### src/rtl/button_debouncer_pkg.sv
`default_nettype none
// ============================================================================
// Module   : button_pkg
// Brief    : Shared channel state encoding and default sizing for the
//            vending-machine button debouncer.
// Revision : 1.0 - initial release
// ============================================================================
package button_pkg;

   typedef enum logic [1:0] {
      RELEASED     = 2'd0,
      PRESS_PEND   = 2'd1,
      PRESSED      = 2'd2,
      RELEASE_PEND = 2'd3
   } btnState_t;

   localparam int DEFAULT_NUM_BTN        = 5;
   localparam int DEFAULT_STABLE_SAMPLES = 3;
   localparam int DEFAULT_CNT_W          = 4;

endpackage
`default_nettype wire

### src/rtl/button_debouncer_channel.sv
`default_nettype none
// ============================================================================
// Module   : debounce_channel
// Brief    : One button: input synchronizer, sample-qualified debounce FSM,
//            registered level and single-cycle press/release pulses.
// Revision : 1.0 - initial release
// ============================================================================
module debounce_channel
   import button_pkg::*;
#(
   parameter int STABLE_SAMPLES = DEFAULT_STABLE_SAMPLES,
   parameter int CNT_W          = DEFAULT_CNT_W
) (
   input  logic masterClk,
   input  logic rstN,
   input  logic tick,
   input  logic raw,
   output logic level,
   output logic press,
   output logic releasePulse
);

   localparam logic [CNT_W-1:0] C_STABLE = CNT_W'(STABLE_SAMPLES);
   localparam logic [CNT_W-1:0] C_ONE    = CNT_W'(1);

   logic             r_rawMeta;
   logic             r_rawSync;
   btnState_t        r_state;
   logic [CNT_W-1:0] r_cnt;
   logic [CNT_W-1:0] w_cntNext;

   assign w_cntNext = r_cnt + C_ONE;

   always_ff @(posedge masterClk or negedge rstN) begin
      if (!rstN) begin
         r_rawMeta <= 1'b0;
         r_rawSync <= 1'b0;
      end else begin
         r_rawMeta <= raw;
         r_rawSync <= r_rawMeta;
      end
   end

   // State only moves on a sample tick; pulses default low every cycle.
   always_ff @(posedge masterClk or negedge rstN) begin
      if (!rstN) begin
         r_state      <= RELEASED;
         r_cnt        <= '0;
         level        <= 1'b0;
         press        <= 1'b0;
         releasePulse <= 1'b0;
      end else begin
         press        <= 1'b0;
         releasePulse <= 1'b0;
         if (tick) begin
            case (r_state)
               RELEASED: begin
                  if (r_rawSync) begin
                     if (C_STABLE == C_ONE) begin
                        r_state <= PRESSED;
                        r_cnt   <= '0;
                        level   <= 1'b1;
                        press   <= 1'b1;
                     end else begin
                        r_state <= PRESS_PEND;
                        r_cnt   <= C_ONE;
                     end
                  end
               end
               PRESS_PEND: begin
                  if (!r_rawSync) begin
                     r_state <= RELEASED;
                     r_cnt   <= '0;
                  end else if (w_cntNext == C_STABLE) begin
                     r_state <= PRESSED;
                     r_cnt   <= '0;
                     level   <= 1'b1;
                     press   <= 1'b1;
                  end else begin
                     r_cnt   <= w_cntNext;
                  end
               end
               PRESSED: begin
                  if (!r_rawSync) begin
                     if (C_STABLE == C_ONE) begin
                        r_state      <= RELEASED;
                        r_cnt        <= '0;
                        level        <= 1'b0;
                        releasePulse <= 1'b1;
                     end else begin
                        r_state <= RELEASE_PEND;
                        r_cnt   <= C_ONE;
                     end
                  end
               end
               RELEASE_PEND: begin
                  if (r_rawSync) begin
                     r_state <= PRESSED;
                     r_cnt   <= '0;
                  end else if (w_cntNext == C_STABLE) begin
                     r_state      <= RELEASED;
                     r_cnt        <= '0;
                     level        <= 1'b0;
                     releasePulse <= 1'b1;
                  end else begin
                     r_cnt   <= w_cntNext;
                  end
               end
               default: begin
                  r_state <= RELEASED;
                  r_cnt   <= '0;
                  level   <= 1'b0;
               end
            endcase
         end
      end
   end

endmodule
`default_nettype wire

### src/rtl/button_debouncer.sv
`default_nettype none
// ============================================================================
// Module   : button_debouncer
// Brief    : Recovers a sample tick from the divider's debounce clock and
//            debounces NUM_BTN independent vending-machine buttons with it.
// Revision : 1.0 - initial release
// ============================================================================
module button_debouncer
   import button_pkg::*;
#(
   parameter int NUM_BTN        = DEFAULT_NUM_BTN,
   parameter int STABLE_SAMPLES = DEFAULT_STABLE_SAMPLES,
   parameter int CNT_W          = DEFAULT_CNT_W
) (
   input  logic               masterClk,
   input  logic               rstN,
   input  logic               debounceClock,
   input  logic [NUM_BTN-1:0] btnRaw,
   output logic [NUM_BTN-1:0] btnLevel,
   output logic [NUM_BTN-1:0] btnPress,
   output logic [NUM_BTN-1:0] btnRelease
);

   logic r_dbMeta;
   logic r_dbSync;
   logic r_dbPrev;
   logic w_tick;

   always_ff @(posedge masterClk or negedge rstN) begin
      if (!rstN) begin
         r_dbMeta <= 1'b0;
         r_dbSync <= 1'b0;
         r_dbPrev <= 1'b0;
      end else begin
         r_dbMeta <= debounceClock;
         r_dbSync <= r_dbMeta;
         r_dbPrev <= r_dbSync;
      end
   end

   // One masterClk-wide tick per rising edge of the divider output.
   assign w_tick = r_dbSync & ~r_dbPrev;

   generate
      for (genvar gi = 0; gi < NUM_BTN; gi++) begin : g_channel
         debounce_channel #(
            .STABLE_SAMPLES (STABLE_SAMPLES),
            .CNT_W          (CNT_W)
         ) u_channel (
            .masterClk    (masterClk),
            .rstN         (rstN),
            .tick         (w_tick),
            .raw          (btnRaw[gi]),
            .level        (btnLevel[gi]),
            .press        (btnPress[gi]),
            .releasePulse (btnRelease[gi])
         );
      end
   endgenerate

endmodule
`default_nettype wire

### config.mk
export PLATFORM = sky130hd
export DESIGN_NAME = button_debouncer
export DESIGN_NICKNAME = d
export VERILOG_FILES = /design/src/rtl/button_debouncer_pkg.sv /design/src/rtl/button_debouncer_channel.sv /design/src/rtl/button_debouncer.sv
export SDC_FILE = /design/constraint.sdc
export NUM_CORES = 1
export LEC_CHECK = 0
export ABC_AREA = 0
export BUFFER_PORTS_ARGS = -buffer_cell sky130_fd_sc_hd__buf_2
export CAP_MARGIN = 40
export CORE_MARGIN = 1
export CORE_UTILIZATION = 55
export DETAILED_ROUTE_END_ITERATION = 10
export PLACE_DENSITY = 0.72
export REMOVE_ABC_BUFFERS = 1
export SYNTH_ARGS = -nofsm -noshare
export SYNTH_HDL_FRONTEND = slang
export SYNTH_SLANG_ARGS = --single-unit
### constraint.sdc
create_clock -name masterClk -period 2.6 [get_ports masterClk]
set_clock_uncertainty 0.1 [all_clocks]
set_input_delay 0.39 -clock masterClk [delete_from_list [all_inputs] [get_ports masterClk]]
set_output_delay 0.39 -clock masterClk [all_outputs]
set_load 0.01 [all_outputs]
# Yosys cells after proc, flatten, opt, wreduce, memory -nomap -nowiden
# Index checks and enable logic that the tools add are counted.
# word_totals
input_bits	8
output_inout_bits	15
reg_bits	58
wordCells	255
# classes
eq_ne	60
n_reduce_logical	25
mux	125
bitwise	2
addsub	5
# ops
op	count
two-way mux 4 bit	25
one-hot mux 4 bit (4 select lines)	5
two-way mux 2 bit	30
two-way mux 1 bit	55
inequality test 2 x 1 -> 1 bit (second input constant)	20
one-hot mux 2 bit (4 select lines)	5
AND reduction 6 bit	5
AND reduction 5 bit	5
adder 4 x 1 -> 4 bit (second input constant)	5
== test 2 bit (second input constant)	10
== test 4 x 2 -> 1 bit (second input constant)	5
inequality test 2 bit (second input constant)	10
inequality test 3 x 1 -> 1 bit (second input constant)	5
inequality test 3 bit (second input constant)	5
AND reduction 3 bit	5
== test 2 x 1 -> 1 bit (second input constant)	5
zero test 2 bit	5
one-hot mux 1 bit (2 select lines)	5
nonzero test 2 bit	5
AND 1 bit	1
inverter 1 bit	1

# Logic depth before layout (Yosys ltp)
# Gate-level depths: netlist (run 1).
# logic_depth
ltp_word	6
ltp_mapped	6
ltp_nobuf	5

# Modules after synthesis
# From an unflattened synthesis (run 1), not the netlist that was laid out.
# hier_totals
cells_unflattened	249
hier_area_um2	2747.6
# by_module_without_submodules
mod	area_per_inst_um2	instances	cells_per_inst
debounce_channel	531.8	5	49
button_debouncer	88.8	1	4

# Worst setup path after synthesis (run 1)
# No wires, ideal clock.
# synth_timing
path_kind	register to register
start	register g_channel[3].u_channel.r_cnt[0]
end	register (tool-made name)
setup_ps	125
slack_ps	880
path_stages_with_launch	6
arrival_ps	1495
cell_sequence	dfrtp_1 -> ha_1 -> or3_1 -> o31ai_4 -> nand3_2 -> mux2_4
# synth_rtl
element	line	text
start, declared	button_debouncer_channel.sv:29	logic [CNT_W-1:0] r_cnt;
start signal, assigned	button_debouncer_channel.sv:80	r_cnt <= w_cntNext;
start signal, assigned	button_debouncer_channel.sv:106	r_cnt <= w_cntNext;

==> impl_metrics.py, run 1 <==
metrics = {
    "run_status": {
        "result_of_the_run": "finished, violations left",
        "failing_checks": "design-rule violations",
    },
    "drt": {
        "vias_per_cell": 5.46,
        "drt-wirelength-per-cell_um": 12.9,
        "drtAntennaViolNets": 0,
        "drtPass1Iterations": 7,
        "route.vias.total": 1926,
        "drt_first_iter_violations": 89,
        "finalWirelength_mm": 4.56,
        "route.detailed.drc": 1,
    },
    "global_routing": {
        "grt_usage_pct": 18.6,
        "grt_first_pass_wirelength_mm": 7.71,
        "number_of_antenna_violations_at_the_first_check_in_global_routing": 0,
        "grt_overflow_total": 0,
        "number_of_global_route_vias_before_repair": 1768,
        "maximum_number_of_pins_on_one_net_before_global_route_repair": 28,
    },
    "die": {
        "rows": 26,
        "num_io_pins": 23,
        "die-area_mm2": 0.00558,
        "floorplan.initialDensity_pct": 56.9,
        "fp.dieW_um": 74.7,
        "fp.dieH_um": 74.7,
        "core_area_mm2": 0.00511,
    },
    "setup_path": {
        "critical_path_peak_fanout": 7,
        "setup.worst_path.end_class": "flop",
        "worst-endpoint-arrival_ps": 1920,
        "worst_setup_path_start_kind": "flop",
        "setup.worst_path.class": "flop to flop",
        "cp.required_ps": 2710,
    },
    "place": {
        "detailedPlace.worstSlack_ps": 791,
        "gp_routability_congestion": 0.752,
        "port-buffer-count": 22,
        "place.detailed.hpwl_mm": 3.15,
    },
    "power_and_ir_drop": {
        "max-vdd-ir-drop_mv": 0.474,
        "power.density_cell_area_mw_per_mm2": 950,
        "total_leakage_power_uw": 0.00147,
    },
    "timing": {
        "relSlewSlack_pct": 57.3,
        "holdWs_ps": 66.3,
        "finalWorstSetupSlack_ps": 799,
        "worst-slew-pin-transition_ps": 640,
        "final-setup-viol-count": 0,
        "finalMaxSlewViolations": 0,
        "hold_violation_count_in_the_final_report": 0,
        "post-route-period-util_pct": 69.3,
        "layout_min_cycle_time_ps": 1800,
        "fmax_mhz": 555,
        "rsz0062_at_grt": "no",
        "fin_tns_setup_ps": 0,
    },
    "clock_network": {
        "max-clock-path-buffers": 2,
        "clkLatencyLatePin_ps": 320,
        "htree_levels": 3,
        "tritoncts": "done",
        "root_buffer": "sky130_fd_sc_hd__clkbuf_8",
        "postCtsResizedCells": 0,
        "path_clk_slew_ps": 70,
        "cts_buffers": 9,
        "clock_sinks": 58,
    },
    "finish": {
        "layout_common_cells": "58 x sky130_fd_sc_hd__dfrtp_1, 24 x sky130_fd_sc_hd__nand2_1, 22 x sky130_fd_sc_hd__buf_2",
        "area_growth_pct": 9.99,
        "most_frequent_standard_cell_in_the_layout_excluding_fill_and_tap_cells": "sky130_fd_sc_hd__dfrtp_1",
        "drive_gt1_share_pct": 23.7,
        "antenna-diode-count": 0,
        "final_nets": 297,
    },
    "logic_synthesis": {
        "synth_cells": 261,
        "post-synth-top-area-fraction_pct": 49.9,
        "synthesis.area_mm2": 0.00291,
        "average_cell_area_after_synthesis_um2": 11.1,
        "synth-seq-area-share_pct": 49.9,
        "yosys-top-cells-area": "sky130_fd_sc_hd__dfrtp_1 50%, sky130_fd_sc_hd__ha_1 4.3%, sky130_fd_sc_hd__buf_4 3.9%, sky130_fd_sc_hd__nand2_1 3.1%, sky130_fd_sc_hd__o41ai_2 2.8%",
        "number_of_warnings_printed_during_yosys_synthesis": 0,
        "synth_seq_cells": 58,
        "yosys.area.top_type": "sky130_fd_sc_hd__dfrtp_1",
        "ys_types": 35,
    },
    "hold_path": {
        "worstHoldPathType": "primary input to flop",
    },
    "flow_run": {
        "max_cap_viol_count": 0,
    },
}
## state kept, by name, summed over array words and instances (netlist names), named ones only
register and count:
g_channel.u_channel.r_state 5, g_channel.u_channel.releasePulse 5, r_dbMeta 1, g_channel.u_channel.level 5, g_channel.u_channel.r_cnt 20, g_channel.u_channel.r_rawSync 5
g_channel.u_channel.press 5, g_channel.u_channel.r_rawMeta 5, r_dbPrev 1, r_dbSync 1
## final timing paths
kind	slack (ps)	from	cells past startpoint	end
max	800	g_channel[2].u_channel.r_cnt[0]$_DFFE_PN0P_	5	flop
min in group asynchronous	490	rstN	2	g_channel[4].u_channel.releasePulse$_DFF_PN0_
max reg2reg	800	g_channel[2].u_channel.r_cnt[0]$_DFFE_PN0P_	5	flop
min	70	btnRaw[4]	1	g_channel[4].u_channel.r_rawMeta$_DFF_PN0_
max in group asynchronous	1220	rstN	3	g_channel[0].u_channel.r_cnt[3]$_DFFE_PN0P_
min reg2reg	250	g_channel[2].u_channel.r_rawMeta$_DFF_PN0_	0	g_channel[2].u_channel.r_rawSync$_DFF_PN0_
## power by group
group          internal (uW)  switching, uW  total (uW)
clock                    459            339         798
combinational            426            436         862
sequential              1100            281        1380
## cell usage after synthesis, drive strengths merged
cell / count
dfrtp: 58
and3b: 2
o31ai: 2
a211o: 5
o21ai: 15
buf: 19
nor2: 8
nand3b: 3
ha: 10
xor2: 5
nor2b: 1
and2: 10
mux2: 7
nor3: 8
nand3: 10
and4: 5
a21oi: 15
nand2b: 1
mux2i: 8
a41o: 3
inv: 10
or3: 2
nor3b: 5
a31oi: 5
o41ai: 5
a31o: 5
a21bo: 3
a21boi: 7
nand2: 24
## stage by stage
step                total power [uW]  area [um^2]  cells  util (%)
floorplan                       2050         2770    242         -
global placement                2210         2990    337      58.6
detailed placement              2250         2990    337      58.6
CTS                             3070         3200    353      62.6
global route                    3270         3200    353      62.6
finish                          3040         3200    353      62.6
## repair_timing
action | 4_1_cts | 5_1_grt
setup buffers | 0 | 0
hold buffers | 1 | 0
endpoints found under the hold margin | 24 | 0
## cells by family (layout without fill, tap and decap cells)
logic type | count (synthesis) | count (layout) | share of synthesized area (%)
simple gates | 79 | 79 | 15.3
compound gates | 65 | 65 | 17.4
flops | 58 | 58 | 49.9
buf+inv | 29 | 51 | 5.85
mux | 15 | 15 | 5.73
fa+ha+maj | 10 | 10 | 4.30
xor+xnor | 5 | 5 | 1.51
## routing by layer
layer	vias to the layer above	global-route usage [%]	share of wire (%)
met3	6	5.62	2.8
met5	-	0	0
li1	964	-	-
met4	0	9.22	1.9
met1	931	24.1	47
met2	25	28.5	48
## worst max-delay path, stage by stage (launching register included)
cell	delay (ps)
sky130_fd_sc_hd__dfrtp_1	440
sky130_fd_sc_hd__ha_1	250
sky130_fd_sc_hd__or3_1	360
sky130_fd_sc_hd__o31ai_4	90
sky130_fd_sc_hd__nand3_2	140
sky130_fd_sc_hd__mux2_4	310
## cell type report
class | count | area (um^2)
Clock buffer | 10 | 138
Clock inverter | 5 | 55.1
Fill cell | 414 | 1910
Inverter | 10 | 37.5
Multi-Input combinational cell | 174 | 1280
Sequential cell | 58 | 1450
Tap cell | 70 | 87.6
Timing Repair Buffer | 26 | 143
(Power assumes the default switching activity.)
==> inputs of run 2 (changes only) <==
- clock period: 2.6 -> 1.68 ns (I/O delays scaled with it)
==> run 2 against run 1 <==
The flow now finishes without violations. Flip-flop and latch count unchanged. Fmax rose by 9.7%. Core utilization rose by 5.9 points. Non-clock buffer count grew 28. Sequential power up 48%. Wire length grew 14%. Power rose by 67%. First-iteration DRC count grew 48%. Largest power group unchanged.
==> impl_metrics.py, run 2 (same netlist as run 1, synthesis figures left out) <==
metrics = {
    "global_routing": {
        "grt_overflow_total": 0,
        "grt_first_pass_wirelength_mm": 8.44,
        "maximum_number_of_pins_on_one_net_before_global_route_repair": 59,
        "grt_usage_pct": 20.4,
        "number_of_antenna_violations_at_the_first_check_in_global_routing": 0,
        "number_of_global_route_vias_before_repair": 1974,
    },
    "drt": {
        "finalWirelength_mm": 5.20,
        "route.detailed.drc": 0,
        "drt-wirelength-per-cell_um": 13.7,
        "vias_per_cell": 5.46,
        "drtAntennaViolNets": 0,
        "drtPass1Iterations": 5,
        "route.vias.total": 2080,
        "drt_first_iter_violations": 132,
    },
    "die": {
        "fp.dieH_um": 74.7,
        "floorplan.initialDensity_pct": 56.9,
        "rows": 26,
        "num_io_pins": 23,
        "die-area_mm2": 0.00558,
        "core_area_mm2": 0.00511,
        "fp.dieW_um": 74.7,
    },
    "finish": {
        "most_frequent_standard_cell_in_the_layout_excluding_fill_and_tap_cells": "sky130_fd_sc_hd__dfrtp_1",
        "final_nets": 325,
        "antenna-diode-count": 0,
        "layout_common_cells": "57 x sky130_fd_sc_hd__dfrtp_1, 23 x sky130_fd_sc_hd__nand2_1, 22 x sky130_fd_sc_hd__buf_2, 22 x sky130_fd_sc_hd__buf_4",
        "registers.top_by_ff_count": "g_channel.u_channel.r_cnt",
        "number_of_flip_flops_in_the_largest_register": 20,
        "number_of_non_filler_instances_in_the_completed_layout": 381,
        "finish.instance_area_mm2": 0.00350,
        "drive_gt1_share_pct": 33.8,
        "final_util_pct": 68.5,
        "area_growth_pct": 20.3,
    },
    "timing": {
        "hold_violation_count_in_the_final_report": 0,
        "layout_min_cycle_time_ps": 1640,
        "final-setup-viol-count": 0,
        "fin_tns_setup_ps": 0,
        "worst-slew-pin-transition_ps": 404,
        "relSlewSlack_pct": 72.8,
        "finalMaxSlewViolations": 0,
        "fmax_mhz": 609,
        "post-route-period-util_pct": 97.7,
    },
    "flow_run": {
        "max_cap_viol_count": 0,
    },
    "power_and_ir_drop": {
        "max-vdd-ir-drop_mv": 0.706,
        "total_power_uw": 5080,
        "power.density_cell_area_mw_per_mm2": 1450,
        "total_leakage_power_uw": 0.00160,
    },
    "setup_path": {
        "setup.worst_path.class": "flop to flop",
        "critical_path_peak_fanout": 3,
        "setup.worst_path.end_class": "flop",
        "cp.required_ps": 1790,
        "worst_setup_path_start_kind": "flop",
        "worst-endpoint-arrival_ps": 1750,
    },
    "place": {
        "port-buffer-count": 22,
        "post-place-cells": 358,
        "place.detailed.hpwl_mm": 3.48,
        "gp_routability_congestion": 0.768,
        "placedInstanceArea_mm2": 0.00316,
    },
    "clock_network": {
        "max-clock-path-buffers": 2,
        "clock_sinks": 58,
        "path_clk_slew_ps": 70,
        "cts_buffers": 9,
        "clkLatencyLatePin_ps": 330,
        "root_buffer": "sky130_fd_sc_hd__clkbuf_8",
        "htree_levels": 3,
        "tritoncts": "done",
    },
    "run_status": {
        "result_of_the_run": "complete, no violations",
    },
    "hold_path": {
        "worstHoldPathType": "flop to flop",
    },
}
[run 2: cell count changes in the layout (fill, tap and decap cells not counted), sizes merged]
cell and delta:
bufinv -1, clkinvlp +1, clkinv -1, buf +22
clkbuf +1, dlygate4sd3 +6
[run 2: final cells by class]
cell class / count / area, um^2
sequential: 58 / 1450
clock inverter: 4 / 27.5
tap: 70 / 87.6
multi-input combinational: 174 / 1350
clock buffer: 11 / 151
inverter: 10 / 37.5
timing repair buffer: 54 / 388
fill: 397 / 1610
[run 2: final timing paths]
kind	depth (start not counted)	endpoint	start	slack, ps
min reg2reg	0	g_channel[3].u_channel.r_rawSync$_DFF_PN0_	g_channel[3].u_channel.r_rawMeta$_DFF_PN0_	250
min in group asynchronous	3	g_channel[4].u_channel.press$_DFF_PN0_	rstN	370
max reg2reg	5	flop	g_channel[3].u_channel.r_cnt[1]$_DFFE_PN0P_	40
max	5	flop	g_channel[3].u_channel.r_cnt[1]$_DFFE_PN0P_	40
max in group asynchronous	3	g_channel[3].u_channel.r_cnt[0]$_DFFE_PN0P_	rstN	830
min	0	g_channel[3].u_channel.r_rawSync$_DFF_PN0_	g_channel[3].u_channel.r_rawMeta$_DFF_PN0_	250
[run 2: repair_timing]
action                     4_1_cts  5_1_grt
setup endpoints to repair        2       14
gates resized for setup          1       18
pin swaps                        1        6
hold endpoints to repair        64        0
hold buffers                     7        0
buffers inserted                 0        1
[run 2: critical path: stages, from the launching register on]
cell and delay, ps:
sky130_fd_sc_hd__dfrtp_1 390, sky130_fd_sc_hd__ha_2 200, sky130_fd_sc_hd__or3_4 340, sky130_fd_sc_hd__o31ai_4 80, sky130_fd_sc_hd__nand3_2 130, sky130_fd_sc_hd__mux2_4 300
[run 2: where the power goes]
| group | switching [uW] | leakage [uW] | internal (uW) | total (uW) |
|---|---|---|---|---|
| registers | 342 | 0.000716 | 1700 | 2040 |
| logic | 912 | 0.000796 | 972 | 1880 |
| clock network | 551 | 0.0000834 | 604 | 1150 |
| total | 1800 | 0.00160 | 3270 | 5080 |
[run 2: routing by layer]
metal  wire (um)  up-vias  GRT usage (%)  part of all wire [%]
met1        2300     1019           24.4                    44
met4          44        0           7.34                  0.85
met3         128        6           6.16                   2.5
met5           0        -              0                     0
li1            -     1021              -                     -
met2        2730       34           34.8                    52
[run 2: per-stage QoR]
stage / hold WS (ps) / setup WS (ps)
2_1_floorplan: -144 / -550
3_3_place_gp: 178 / 18.1
3_5_place_dp: 181 / -11.5
4_1_cts: 251 / 3.83
5_1_grt: 260 / -25.9
6_report: 249 / 38.7
